**src/rtl/lsu_issue_pkg.sv**
```systemverilog
// Shared types and defaults for the LSU issue scheduler: entry layout, widths and the NO_DEP tag.
package lsu_issue_pkg;

    localparam int LSU_DEPTH  = 16;
    localparam int LSU_INST_W = 113;
    localparam int LSU_TAG_W  = 4;

    localparam logic [LSU_TAG_W-1:0] NO_DEP = '1;

    typedef struct packed {
        logic [LSU_INST_W-1:0] inst;
        logic [LSU_TAG_W-1:0]  dep1;
        logic [LSU_TAG_W-1:0]  dep2;
        logic                  pend1;
        logic                  pend2;
        logic                  byp1;
        logic                  byp2;
    } lsu_entry_t;

    localparam int LSU_ENTRY_W = $bits(lsu_entry_t);

    // An operand is still pending unless it reads the GRF or its producer broadcasts this cycle.
    function automatic logic tag_pending(input logic [LSU_TAG_W-1:0] dep,
                                         input logic                 wb_valid,
                                         input logic [LSU_TAG_W-1:0] wb_tag);
        return (dep != NO_DEP) && !(wb_valid && (wb_tag == dep));
    endfunction

endpackage

```
**src/rtl/lsu_dep_entry.sv**
```systemverilog
// One scheduler slot: captures an instruction with its two tags and clears pend bits on wakeup.
module lsu_dep_entry
    import lsu_issue_pkg::*;
(
    input  logic                   clk,
    input  logic                   rstn,
    input  logic                   wr_en_i,
    input  logic [LSU_INST_W-1:0]  wr_inst_i,
    input  logic [LSU_TAG_W-1:0]   wr_dep1_i,
    input  logic [LSU_TAG_W-1:0]   wr_dep2_i,
    input  logic                   wb_valid_i,
    input  logic [LSU_TAG_W-1:0]   wb_tag_i,
    input  logic                   clr_i,
    output logic                   valid_o,
    output logic [LSU_ENTRY_W-1:0] entry_o
);

    lsu_entry_t entry_q, entry_d;
    logic       valid_q, valid_d;

    always_comb begin
        entry_d = entry_q;
        valid_d = valid_q;
        if (wr_en_i) begin
            valid_d       = 1'b1;
            entry_d.inst  = wr_inst_i;
            entry_d.dep1  = wr_dep1_i;
            entry_d.dep2  = wr_dep2_i;
            entry_d.byp1  = (wr_dep1_i != NO_DEP);
            entry_d.byp2  = (wr_dep2_i != NO_DEP);
            entry_d.pend1 = tag_pending(wr_dep1_i, wb_valid_i, wb_tag_i);
            entry_d.pend2 = tag_pending(wr_dep2_i, wb_valid_i, wb_tag_i);
        end else begin
            if (clr_i) begin
                valid_d = 1'b0;
            end
            if (wb_valid_i && valid_q) begin
                if (entry_q.pend1 && (entry_q.dep1 == wb_tag_i)) entry_d.pend1 = 1'b0;
                if (entry_q.pend2 && (entry_q.dep2 == wb_tag_i)) entry_d.pend2 = 1'b0;
            end
        end
    end

    // Payload and tags need no reset; valid and pend bits gate every use of them.
    always_ff @(posedge clk) begin
        if (!rstn) begin
            valid_q       <= 1'b0;
            entry_q.pend1 <= 1'b0;
            entry_q.pend2 <= 1'b0;
        end else begin
            valid_q <= valid_d;
            entry_q <= entry_d;
        end
    end

    assign valid_o = valid_q;
    assign entry_o = entry_q;

endmodule

```
**src/rtl/lsu_issue_sched.sv**
```systemverilog
// In-order LSU issue scheduler: arbitrates issue/replay enqueue, tracks operand wakeups, releases the head.
// Optional perf counters are enabled with the LSU_ISSUE_SCHED_PERF_EN macro.
module lsu_issue_sched
    import lsu_issue_pkg::*;
#(
    parameter int DEPTH = LSU_DEPTH
)
(
    input  logic                     clk,
    input  logic                     rstn,
    input  logic                     i_enq_valid,
    output logic                     o_enq_ready,
    input  logic [LSU_INST_W-1:0]    i_enq_inst,
    input  logic [LSU_TAG_W-1:0]     i_enq_dep1,
    input  logic [LSU_TAG_W-1:0]     i_enq_dep2,
    input  logic                     i_rep_valid,
    output logic                     o_rep_ready,
    input  logic [LSU_INST_W-1:0]    i_rep_inst,
    input  logic [LSU_TAG_W-1:0]     i_rep_dep1,
    input  logic [LSU_TAG_W-1:0]     i_rep_dep2,
    input  logic                     i_wb_valid,
    input  logic [LSU_TAG_W-1:0]     i_wb_tag,
    output logic                     o_iss_valid,
    input  logic                     i_iss_ready,
    output logic [LSU_INST_W-1:0]    o_iss_inst,
    output logic                     o_iss_byp1,
    output logic                     o_iss_byp2,
    output logic [$clog2(DEPTH):0]   o_count,
    output logic                     o_empty
`ifdef LSU_ISSUE_SCHED_PERF_EN
    ,
    output logic [31:0]              o_perf_dep_stall,
    output logic [31:0]              o_perf_full_stall
`endif
);

    localparam int AW = $clog2(DEPTH);
    localparam int PW = AW + 1;

    logic [PW-1:0] wptr_q, wptr_d, rptr_q, rptr_d, count_q, count_d;
    logic          full, empty;
    logic          enq_ready, rep_ready, push, pop, iss_valid;
    logic          head_pending;
    logic [LSU_INST_W-1:0] push_inst;
    logic [LSU_TAG_W-1:0]  push_dep1, push_dep2;

    lsu_entry_t       entries [DEPTH];
    logic [DEPTH-1:0] slot_valid;
    lsu_entry_t       head;
    logic             head_unused;

    assign empty = (wptr_q == rptr_q);
    assign full  = (wptr_q[AW-1:0] == rptr_q[AW-1:0]) && (wptr_q[AW] != rptr_q[AW]);

    // Empty queue favours fresh issue; otherwise replays drain first to keep the pipe moving.
    always_comb begin
        enq_ready = 1'b0;
        rep_ready = 1'b0;
        if (rstn) begin
            if (empty) begin
                enq_ready = 1'b1;
                rep_ready = !i_enq_valid;
            end else begin
                rep_ready = !full;
                enq_ready = !full && !i_rep_valid;
            end
        end
    end

    always_comb begin
        push_inst = i_enq_inst;
        push_dep1 = i_enq_dep1;
        push_dep2 = i_enq_dep2;
        if (i_rep_valid && rep_ready) begin
            push_inst = i_rep_inst;
            push_dep1 = i_rep_dep1;
            push_dep2 = i_rep_dep2;
        end
    end

    assign push = (i_enq_valid && enq_ready) || (i_rep_valid && rep_ready);

    genvar gi;
    generate
        for (gi = 0; gi < DEPTH; gi++) begin : g_slot
            logic [LSU_ENTRY_W-1:0] slot_bits;
            lsu_dep_entry u_entry (
                .clk        (clk),
                .rstn       (rstn),
                .wr_en_i    (push && (wptr_q[AW-1:0] == AW'(gi))),
                .wr_inst_i  (push_inst),
                .wr_dep1_i  (push_dep1),
                .wr_dep2_i  (push_dep2),
                .wb_valid_i (i_wb_valid),
                .wb_tag_i   (i_wb_tag),
                .clr_i      (pop && (rptr_q[AW-1:0] == AW'(gi))),
                .valid_o    (slot_valid[gi]),
                .entry_o    (slot_bits)
            );
            assign entries[gi] = slot_bits;
        end
    endgenerate

    assign head         = entries[rptr_q[AW-1:0]];
    assign head_pending = head.pend1 || head.pend2;
    assign head_unused  = ^{head.dep1, head.dep2};
    assign iss_valid    = rstn && !empty && slot_valid[rptr_q[AW-1:0]] && !head_pending;
    assign pop          = iss_valid && i_iss_ready;

    always_comb begin
        wptr_d  = push ? wptr_q + PW'(1) : wptr_q;
        rptr_d  = pop  ? rptr_q + PW'(1) : rptr_q;
        count_d = count_q + PW'(push) - PW'(pop);
    end

    always_ff @(posedge clk) begin
        if (!rstn) begin
            wptr_q  <= '0;
            rptr_q  <= '0;
            count_q <= '0;
        end else begin
            wptr_q  <= wptr_d;
            rptr_q  <= rptr_d;
            count_q <= count_d;
        end
    end

    assign o_enq_ready = enq_ready;
    assign o_rep_ready = rep_ready;
    assign o_iss_valid = iss_valid;
    assign o_iss_inst  = head.inst;
    assign o_iss_byp1  = head.byp1;
    assign o_iss_byp2  = head.byp2;
    assign o_count     = rstn ? count_q : '0;
    assign o_empty     = !rstn || (count_q == '0);

`ifdef LSU_ISSUE_SCHED_PERF_EN
    logic [31:0] dep_stall_q, full_stall_q;

    always_ff @(posedge clk) begin
        if (!rstn) begin
            dep_stall_q  <= '0;
            full_stall_q <= '0;
        end else begin
            if (!empty && head_pending && (dep_stall_q != '1))
                dep_stall_q <= dep_stall_q + 32'd1;
            if (full && (i_enq_valid || i_rep_valid) && (full_stall_q != '1))
                full_stall_q <= full_stall_q + 32'd1;
        end
    end

    assign o_perf_dep_stall  = dep_stall_q;
    assign o_perf_full_stall = full_stall_q;
`endif

endmodule

```
**config.mk**
```make
export PLATFORM = sky130hd
export DESIGN_NAME = lsu_issue_sched
export DESIGN_NICKNAME = d
export VERILOG_FILES = /design/src/rtl/lsu_issue_pkg.sv /design/src/rtl/lsu_dep_entry.sv /design/src/rtl/lsu_issue_sched.sv
export SDC_FILE = /design/constraint.sdc
export NUM_CORES = 2
export LEC_CHECK = 0
export BUFFER_PORTS_ARGS = -buffer_cell sky130_fd_sc_hd__buf_2
export CAP_MARGIN = 15
export CORE_UTILIZATION = 57
export DETAILED_ROUTE_END_ITERATION = 8
export PLACE_DENSITY = 0.75
export SETUP_SLACK_MARGIN = 0.3
export SLEW_MARGIN = 0
export SYNTH_ARGS = -nofsm -noshare
export SYNTH_HDL_FRONTEND = slang
export SYNTH_SLANG_ARGS = --single-unit
```
**constraint.sdc**
```tcl
create_clock -name clk -period 22.5 [get_ports clk]
set_input_delay 1.125 -clock clk [delete_from_list [all_inputs] [get_ports clk]]
set_output_delay 1.125 -clock clk [all_outputs]
set_load 0.01 [all_outputs]
```
==> results.tsv <==
stage	metric	value	unit
worst_setup_path	CP Launch Type	flop	
global_route	vias in the first global route	38100	
synth	post-synthesis cell count	3433	
placement	Post-DP HPWL	85.4	mm
worst_setup_path	Max FO, Critical Path	150	
clock_network	cts hold-fix bufs	0	
route	Iteration-0 DRC Markers	4215	
die	I/O pin count	376	
global_route	largest net degree at the start of global routing	151	
worst_setup_path	R2R Setup Slk	16690	ps
clock_network	CTS Buf Count	193	
synth	post-synth top area share	0.746	
sta	Final Skew	30.1	ps
final_layout	fillers	8717	
route	final antenna-violating net count	0	
clock_network	CTS Sinks	2031	
worst_setup_path	Setup CP Type	reg -> out	
pwr	combinational share of power	0.052	
final_layout	fin nets	4142	
placement	Place WS	16630	ps
run_status	status	complete, no violations	
sta	# setup viols final	0	
route	final wirelength	177	mm
placement	port bufs	375	
clock_network	Post-CTS Setup Bufs	0	
flow_run	max-cap violation count	0	
die	Initial Utilization	0.575	
clock_network	root buf cell	clkbuf_16	
route	DR DRC count	0	
sta	Max Clock Freq	162	MHz
synth	Synth top cells by count	1968 x edfxtp_1, 576 x mux4_2, 120 x mux2_2	
synth	Yosys top cell by area	edfxtp_1	
pwr	worst vdd ir	0.0809	mV
synth	syn nets	3700	
sta	RSZ-0062 raised after global routing	no	
synth	Syn. warnings	0	
global_route	gr usage total	0.255	
die	DIE AREA	140000	sq um
pwr	Leak Pwr	27.7	nW
die	row count	136	
synth	dominant synthesized flop cell	edfxtp_1	
final_layout	ratio of cells with drive above 1 in the final layout	0.352	
sta	Rel. slew slack	0.259	
die	core box area	138000	sq um
global_route	first-pass GRT wire length	257	mm
synth	post-synthesis cell area	79200	sq um
clock_network	post-CTS sizing	0	
worst_setup_path	CP arrival	5060	ps
clock_network	worst-skew pair later-pin latency	840	ps
sta	Slew Limit Fails	0	
synth	number of flops mapped to enable cells by yosys	1968	
sta	Hold Fails Final Rpt	0	
synth	register area share after synthesis	0.762	
global_route	antenna violations before repair	5	
synth	most frequent cell after synthesis	edfxtp_1	
route	wire length per cell	30.3	microns
route	drt first pass iters	5	
route	vias per cell	6.39	
pwr	clock network fraction of design power	0.402	
synth	Avg Inst Size Synth	23.1	sq um
worst_setup_path	critical path endpoint category	output port	
global_route	GRT overflow	0	
pwr	PwrDens	87.1	nW/um^2
clock_network	Clk pin slew, worst setup/hold paths	60	ps
sta	minimum clock period	6190	ps
route	vias post-DR	37200	
synth	Yosys reg bits	2031	
sta	final period utilization	0.275	
synth	Yosys cell types	56	
worst_hold_path	min-delay worst type	reg -> reg	
sta	Setup TNS	0	ps
pwr	Int Pwr	6.11	mW
die	Die Wd	375	microns
sta	worst setup margin	16310	ps
final_layout	synthesis-to-layout area growth	12.7	%
synth	fraction of registers with async set/reset	0	
synth	top post-synthesis cells by area	edfxtp_1 75%, mux4_2 16%, mux2_2 1.7%	
pwr	Net Sw Power	1.66	mW
clock_network	CTS tree	yes	
pwr	share of total power in sequential cells	0.546	
sta	Least-Margin Pin Slew	1110	ps
die	overall die height	375	microns
placement	RD Place Congestion	0.812	
pwr	Sw Share	0.213	
clock_network	# H-tree levels	4	
clock_network	clk buf depth	3	
worst_setup_path	Required @ worst endpoint	21380	ps
-- path summary, 6_finish.rpt --
check                               startpoint                           end  cells after the start
setup / recovery                     rptr_q[1]                   o_iss_valid                      7
hold reg to reg   g_slot[2].u_entry.entry_o[3]  g_slot[2].u_entry.entry_o[3]                      2
hold / removal    g_slot[2].u_entry.entry_o[3]  g_slot[2].u_entry.entry_o[3]                      2
setup reg to reg                     rptr_q[1]                    count_q[4]                     16
-- state kept, by name (all words and copies together), names as in the netlist --
signal,cells
g_slot.u_entry.valid_o,16
g_slot.u_entry.entry_o,2000
count_q,5
rptr_q,5
wptr_q,5
-- power by group through the flow --
stage,Clock (mW),Sequential [mW],Combinational [mW]
3_3_place_gp,0,4.32,0.400
5_1_grt,3.31,4.24,0.437
2_1_floorplan,0,4.32,0.260
6_report,3.12,4.24,0.406
3_5_place_dp,0,4.32,0.409
4_1_cts,3.17,4.24,0.411
-- layout by cell type (no fill, tap or decap), types with 19 or more instances in the layout --
cell type | Yosys | final
mux4_2 | 576 | 576
nand2_1 | 34 | 34
buf_2 | 81 | 375
inv_1 | 31 | 19
nand4_1 | 61 | 61
clkinv_1 | 0 | 48
mux2_2 | 120 | 120
dfxtp_1 | 63 | 59
clkbuf_1 | 65 | 40
nor3_1 | 26 | 26
clkbuf_16 | 0 | 193
edfxtp_1 | 1968 | 1968
clkinv_2 | 0 | 30
nand3_1 | 25 | 25
xor2_1 | 88 | 88
buf_4 | 1 | 48
xnor2_1 | 65 | 65
o21ai_0 | 28 | 28
-- layout make-up --
cell class	count	area (sq um)	share of cell area
Antenna cell	2	5.00	0.0000561
Clock buffer	233	4980	0.0558
Clock inverter	114	1110	0.0124
Inverter	31	206	0.00231
Multi-Input combinational cell	1190	17900	0.201
Sequential cell	2031	60400	0.677
Tap cell	1794	2240	0.0252
Timing Repair Buffer	428	2340	0.0262
-- critical path, cell delays in order (launching register included) --
cell	delay, ps
dfxtp_4	1060
buf_4	870
buf_12	710
a311oi_1	190
o21ai_0	270
nand4_1	440
nor2b_1	390
buf_2	190
-- cells by family (layout without fill, tap and decap cells) --
| group | Yosys count | count (layout) | synth area share |
|---|---|---|---|
| XOR/XNOR | 154 | 154 | 0.0171 |
| flip-flops | 2031 | 2031 | 0.762 |
| other | 0 | 2 | 0 |
| AO/OA/AOI/OAI | 100 | 100 | 0.00913 |
| adder cells (fa/ha/maj) | 15 | 15 | 0.00247 |
| AND/OR/NAND/NOR | 212 | 212 | 0.0148 |
| multiplexers | 709 | 709 | 0.183 |
| buffers and inverters | 212 | 806 | 0.0116 |
-- through the flow --
step / util / area, sq um / total power [mW] / cells / hold slack [ps]
6_report: 0.648 / 89200 / 7.77 / 5823 / 466
3_3_place_gp: 0.604 / 83100 / 4.72 / 5474 / 451
5_1_grt: 0.648 / 89200 / 7.99 / 5821 / 494
3_5_place_dp: 0.604 / 83100 / 4.73 / 5474 / 461
2_1_floorplan: - / 79200 / 4.58 / 3433 / 440
4_1_cts: 0.648 / 89200 / 7.82 / 5821 / 468
-- metal layers --
layer	track usage	routed length, microns	vias up
met2	0.423	89700	1724
met5	0	26	-
met4	0.0749	4320	4
met1	0.348	68300	19800
li1	-	-	15400
met3	0.0495	14300	263
(Power assumes the default switching activity.)
